**config.mk**
```make
export PLATFORM = sky130hd
export DESIGN_NAME = debug_reg_dumper
export DESIGN_NICKNAME = d
export VERILOG_FILES = /design/src/rtl/debug_reg_dumper.sv
export SDC_FILE = /design/constraint.sdc
export NUM_CORES = 1
export LEC_CHECK = 0
export BUFFER_PORTS_ARGS = -buffer_cell sky130_fd_sc_hd__buf_2
export CAP_MARGIN = 20
export CORE_MARGIN = 4
export CORE_UTILIZATION = 51
export DETAILED_ROUTE_END_ITERATION = 6
export PLACE_DENSITY = 0.91
export SLEW_MARGIN = 20
export SYNTH_ARGS = -nofsm -noshare
export SYNTH_HDL_FRONTEND = slang
export SYNTH_SLANG_ARGS = --single-unit
```
**constraint.sdc**
```tcl
create_clock -name clk -period 4.6 [get_ports clk]
set_clock_uncertainty 0.05 [all_clocks]
set_input_delay 0.23 -clock clk [delete_from_list [all_inputs] [get_ports clk]]
set_output_delay 0.23 -clock clk [all_outputs]
set_load 0.005 [all_outputs]
```
**src/rtl/debug_reg_dumper.sv**
```systemverilog
// debug_reg_dumper: walks a register index range over the datapath debug mux and streams each word out.
// Optional DBG_DUMP_CHECKSUM_EN appends an XOR checksum word after the last register word.
module debug_reg_dumper #(
  parameter int SEL_WIDTH     = 4,
  parameter int DATA_WIDTH    = 32,
  parameter int SETTLE_CYCLES = 1
) (
  input  logic                  clk,
  input  logic                  reset,
  input  logic                  start,
  input  logic [SEL_WIDTH-1:0]  first_sel,
  input  logic [SEL_WIDTH-1:0]  last_sel,
  output logic [SEL_WIDTH-1:0]  dbg_sel,
  input  logic [DATA_WIDTH-1:0] dbg_data,
  output logic                  out_valid,
  input  logic                  out_ready,
  output logic [DATA_WIDTH-1:0] out_data,
  output logic [SEL_WIDTH-1:0]  out_index,
  output logic                  out_last,
  output logic                  out_csum,
  output logic                  busy,
  output logic                  done
);
  typedef enum logic [2:0] {IDLE, SETTLE, CAPTURE, SEND, DONE} state_t;
  state_t                state_q, state_d;
  logic [SEL_WIDTH-1:0]  cur_q, cur_d, last_q, last_d, idx_q, idx_d;
  logic [2:0]            cnt_q, cnt_d;
  logic                  valid_q, valid_d, olast_q, olast_d, fin;
  logic [DATA_WIDTH-1:0] data_q, data_d;
`ifdef DBG_DUMP_CHECKSUM_EN
  logic                  csum_q, csum_d;
  logic [DATA_WIDTH-1:0] acc_q, acc_d;
  assign fin      = csum_q;
  assign out_csum = csum_q;
`else
  assign fin      = olast_q;
  assign out_csum = 1'b0;
`endif
  assign dbg_sel   = cur_q;
  assign out_valid = valid_q;
  assign out_data  = data_q;
  assign out_index = idx_q;
  assign out_last  = olast_q;
  assign busy      = state_q != IDLE;
  assign done      = state_q == DONE;
  always_comb begin
    state_d = state_q;
    cur_d   = cur_q;
    last_d  = last_q;
    cnt_d   = cnt_q;
    valid_d = valid_q;
    data_d  = data_q;
    idx_d   = idx_q;
    olast_d = olast_q;
`ifdef DBG_DUMP_CHECKSUM_EN
    csum_d  = csum_q;
    acc_d   = acc_q;
`endif
    case (state_q)
      IDLE: if (start) begin
        cur_d   = first_sel;
        last_d  = last_sel;
        cnt_d   = '0;
        state_d = SETTLE;
`ifdef DBG_DUMP_CHECKSUM_EN
        acc_d   = '0;
`endif
      end
      SETTLE: begin
        cnt_d   = cnt_q + 3'd1;
        state_d = cnt_q == 3'(SETTLE_CYCLES - 1) ? CAPTURE : SETTLE;
      end
      CAPTURE: begin
        data_d  = dbg_data;
        idx_d   = cur_q;
        valid_d = 1'b1;
        state_d = SEND;
`ifdef DBG_DUMP_CHECKSUM_EN
        acc_d   = acc_q ^ dbg_data;
        olast_d = 1'b0;
        csum_d  = 1'b0;
`else
        olast_d = cur_q == last_q;
`endif
      end
      SEND: if (out_ready) begin
        valid_d = 1'b0;
        if (fin) state_d = DONE;
`ifdef DBG_DUMP_CHECKSUM_EN
        // checksum word goes out directly, no settle/capture needed
        else if (cur_q == last_q) begin
          valid_d = 1'b1;
          data_d  = acc_q;
          idx_d   = '0;
          olast_d = 1'b1;
          csum_d  = 1'b1;
        end
`endif
        else begin
          cur_d   = cur_q + SEL_WIDTH'(1);
          cnt_d   = '0;
          state_d = SETTLE;
        end
      end
      DONE: state_d = IDLE;
      default: state_d = IDLE;
    endcase
  end
  always_ff @(posedge clk) begin
    if (!reset) begin
      state_q <= IDLE;
      cur_q   <= '0;
      last_q  <= '0;
      cnt_q   <= '0;
      valid_q <= 1'b0;
      data_q  <= '0;
      idx_q   <= '0;
      olast_q <= 1'b0;
`ifdef DBG_DUMP_CHECKSUM_EN
      csum_q  <= 1'b0;
      acc_q   <= '0;
`endif
    end else begin
      state_q <= state_d;
      cur_q   <= cur_d;
      last_q  <= last_d;
      cnt_q   <= cnt_d;
      valid_q <= valid_d;
      data_q  <= data_d;
      idx_q   <= idx_d;
      olast_q <= olast_d;
`ifdef DBG_DUMP_CHECKSUM_EN
      csum_q  <= csum_d;
      acc_q   <= acc_d;
`endif
    end
  end
endmodule

```
-- Word-level counts from Yosys, hierarchy flattened
Index checks and enable logic that the tools add are counted.
- flip-flop bits (word level): 52
- bits in latches: 0
- bits in writable memories: 0
- memory bits (read-only): 0
- bits of input ports: 44
- output and inout port bits: 45
- word-level logic and storage cells: 44
- memories: 0
- $add $sub $neg: 2
- $mul: 0
- divide/modulo/power cells: 0
- magnitude comparators: 0
- equal/unequal tests: 8
- shift operators: 0
- multiplexer cells: 15
- bitwise operators: 0
- reduce and logical (&&, ||, !) cells: 11
- operator list (kind ; number):
    3-bit 2-to-1 mux ; 6
    4-bit 2-to-1 mux ; 3
    3-bit case mux with 4 select lines ; 1
    3-bit case mux with 3 select lines ; 1
    4-bit case mux with 2 select lines ; 1
    4-bit AND reduction ; 2
    3-bit by 2-bit == test with 1-bit output, second input constant ; 2
    3-bit logical NOT ; 2
    2-bit != test, second input constant ; 3
    2-bit AND reduction ; 3
    3-bit nonzero test ; 2
    4-bit by 1-bit adder with 4-bit output, second input constant ; 1
    4-bit == test ; 1
    2-bit nonzero test ; 2
    3-bit by 1-bit adder with 3-bit output, second input constant ; 1
    3-bit by 1-bit == test with 1-bit output, second input constant ; 1
    3-bit == test, second input constant ; 1
    2-bit 2-to-1 mux ; 1
    1-bit case mux with 2 select lines ; 1
    1-bit 2-to-1 mux ; 1

-- Logic depth before layout (Yosys ltp)
- depth after elaboration: 4
- mapped depth: 7
- mapped depth without buffers: 6

-- Worst setup path before layout
No wires, ideal clock.
- path kind: register to register
- start point: register state_q[0]
- end point: register cur_q[0], in the netlist dbg_sel[0]
- setup time: 88 ps
- arrival time: 1327 ps
- setup slack: 3135 ps
- cell stages (with the launch flop): 6
- buffers on the path: 1
- clock period less this slack: 1465 ps
- cell sequence: dfxtp_1 > buf_6 > or3b_4 > a21oi_4 > a21oi_2 > a311oi_2
- longest elaborated chain between the ends: 3
- RTL lines (item ; line ; source):
    start: declaration ; 25 ; state_t state_q, state_d;
    start signal: assignment ; 124 ; state_q <= state_d;
    3-bit by 2-bit == test with 1-bit output / 3-bit logical NOT (equally long branches) ; 59 ; case (state_q)
    2-bit != test (no line) / 2-bit nonzero test (equally long branches) ; - ;
    4-bit AND reduction (no line) ; - ;
    end signal: assignment ; 125 ; cur_q <= cur_d;
    end: declaration ; 26 ; logic [SEL_WIDTH-1:0] cur_q, cur_d, last_q, last_d, idx_q, idx_d;
Several ways; a longest one is shown, not always the timed one.
A chain may end at the register's enable or synchronous reset.

-- Worst setup path after layout
- start point: register state_q[2]
- end point: register data_q[20], in the netlist out_data[20]
- longest elaborated chain between the ends: 1
- RTL lines (item ; line ; source):
    3-bit by 2-bit == test with 1-bit output ; 59 ;
    end signal: assignment ; 129 ; data_q <= data_d;
    end: declaration ; 29 ; logic [DATA_WIDTH-1:0] data_q, data_d;
No other way between the ends.

==> results.yml <==
finish:
  final_common_cell: "buf_2"
  layout-drive-gt1-share_pct: 29.8
  synthToLayoutAreaGrowth_pct: 24.4
  fin_nets: 388
  diodes: 0
  layout_common_cells: "buf_2 (87), nand2_1 (82), dfxtp_1 (52), a21oi_1 (42), nor2_1 (10)"
  final_core_utilization_pct: 66.0
  instances_no_fill: 392
  fill_cells: 335
timing:
  finalCriticalPeriod_ps: 1670
  max_clock_freq_mhz: 600
  setup_viol: 0
  setup_tns_ps: 0
  min_period_over_period_pct: 36.2
  rsz0062_at_grt: "false"
  hold_violations: 0
  timing.hold.ws_ps: 96.0
  relSlewSlack_pct: 54.8
  max_slew.worst_pin.slew_ps: 676
  maxSlewViolCount: 0
floorplanning:
  dieArea_mm2: 0.00525
  start_util_pct: 53.0
  die_w_um: 72.5
  rows: 23
  core_area_mm2: 0.00400
  io_pins: 89
  die_h_um: 72.5
detailed_routing:
  routedWlPerCell_um: 12.8
  vias: 1992
  drc: 0
  ant_nets: 0
  vias_per_cell: 5.08
  first_iter_violations: 111
  drt_pass1_iterations: 4
  wl_um: 5010
critical_path:
  arrival_ps: 1860
  r2r_setup_slack_ps: 2930
  crit_required_ps: 4790
  critPathMaxStageDelay_ps: 550
  startpoint_type: "register"
  rr_worst_depth: 4
  timing.rr.start: "state_q[2]$_SDFFE_PN0P_"
  end_kind: "register"
  worstSetupPathType: "reg -> reg"
  slowest_stage: "dfxtp_1"
  r2r-end: "out_data[20]$_SDFFE_PN0P_"
  cp_cell_sequence: "nor2_1 -> nand2_2 -> nand2_1 -> a21oi_1"
  crit_path_max_fanout: 38
global_route:
  track_usage_pct: 18.9
  use_met2_pct: 33.3
  grt_busiest_layer: "met2"
  grt-ovfl-total: 0
  grt_pass1_wl_um: 7860
  grt_max_degree: 39
  met3_usage_pct: 5.68
  grt_antenna_before_repair: 0
  first_global_vias: 1828
  grtUsageMet1_pct: 21.7
placed_design:
  place_inst: 384
  port_buffers: 87
  place.gp.congestion: 0.722
  dp_hpwl_um: 3610
worst_hold_path:
  hold_end: "out_data[9]$_SDFFE_PN0P_"
  worstHoldStart: "dbg_data[9]"
  holdPathStages: 3
  hold_path_class: "in -> reg"
logic_synthesis:
  synth_nets: 310
  ys_ff_latch: 52
  synth_seq_area_share_pct: 49.1
  yosysUniqueCellTypes: 36
  avgSynthCellArea_um2: 8.06
  netlist_area_mm2: 0.00212
  netlist_instances: 263
  yosys_warnings: 0
clocking:
  ctsHtreeMaxLevel: 2
  insertion_delay_ps: 310
  cts_setup_buffers: 0
  clock_sinks: 52
  cts_root_buf: "clkbuf_8"
  cts_tree: "done"
  clk_path_buf_depth: 2
  cts.clk_slew.worst_paths_ps: 90
  cts_hold_buf: 0
  cts_resized: 0
  cts_inserted_buffers: 5
outcome:
  outcome: "finished, final reports clean"
power:
  powerDensity_mw_per_mm2: 380
  ir_drop_mv: 0.293
  power.leakage_uw: 0.00120
job:
  drv_cap: 0
## sequential cells by signal, indices dropped and copies added, names as in the netlist
register and count:
dbg_sel 4, out_index 4, out_data 32, out_valid 1, cnt_q 3, state_q 3
out_last 1, last_q 4
## critical path: cells and delay by family (launching register included)
family / cells / cell delay, ps
and+or+nand+nor: 3 / 810
DFF: 1 / 550
AOI/OAI and AO/OA: 1 / 190
## report_power, final
group / internal, µW / switching [µW] / total, µW
registers: 492 / 36.0 / 528
logic: 94.7 / 122 / 217
clock network: 108 / 150 / 258
## synthesized netlist by cell type, drive strengths merged
cell type	number	area share, %
nor3	3	0.71
nor4	1	0.30
nand2b	5	1.5
mux2i	5	2.4
nand3b	2	0.71
xor2	4	1.7
o22ai	1	0.30
and2	1	0.30
conb	1	0.18
or2	1	0.30
a211oi	2	0.71
nand3	3	0.71
clkbuf	8	1.4
inv	5	0.89
nor2b	2	0.59
buf	10	2.7
nand2	83	15
ha	3	1.8
nand4b	1	0.41
or3b	2	0.94
a31o	2	0.83
dfxtp	52	49
a311oi	1	0.71
o21ai	3	0.71
a21oi	44	11
nor2	11	2.1
nor3b	2	0.71
o21a	1	0.35
o31ai	4	1.4
## area by class of cell
cell class	instances	area, µm²	share of cell area (%)
inverter	5	18.8	0.711
multi-input combinational	188	977	37.0
clock inverter	2	16.3	0.616
tap	50	62.6	2.37
clock buffer	6	72.6	2.75
timing repair buffer	89	450	17.1
sequential	52	1040	39.5
## through the flow
step                total power [µW]  instance area, µm²  setup WS, ps
global route                    1060                2640          2770
detailed placement               755                2550          2970
CTS                             1020                2640          2950
global placement                 745                2550          2680
floorplan                        677                2120          3140
finish                          1000                2640          2930
## metal layers
layer,up-vias,routed length (µm)
li1,1016,-
met1,910,2000
met2,56,2580
met3,10,340
met4,0,96
met5,-,0
## worst max path at each step
stage                                       start                   endpoint  slack, ps  depth (start not counted)
after floorplan           state_q[0]$_SDFFE_PN0P_    dbg_sel[0]$_SDFFE_PN0P_       3140                          5
after global placement    state_q[2]$_SDFFE_PN0P_  out_index[2]$_SDFFE_PN0P_       2680                          4
final                     state_q[2]$_SDFFE_PN0P_  out_data[20]$_SDFFE_PN0P_       2930                          4
after global routing      state_q[2]$_SDFFE_PN0P_  out_index[2]$_SDFFE_PN0P_       2770                          4
after CTS                 state_q[2]$_SDFFE_PN0P_  out_data[14]$_SDFFE_PN0P_       2950                          4
after detailed placement  state_q[0]$_SDFFE_PN0P_  out_data[14]$_SDFFE_PN0P_       2970                          4
## kinds of logic (layout without fill, tap and decap cells)
kind of cell | count (synthesis) | after routing | share of synthesized area [%]
AOI/OAI and AO/OA | 58 | 58 | 16.1
buffers and inverters | 23 | 102 | 4.96
other | 1 | 1 | 0.177
xor gates and xnor gates | 4 | 4 | 1.65
DFF | 52 | 52 | 49.1
and+or+nand+nor | 117 | 117 | 23.9
muxes | 5 | 5 | 2.36
adders and majority gates | 3 | 3 | 1.77
Note: power is estimated with default switching activity, not from simulation.
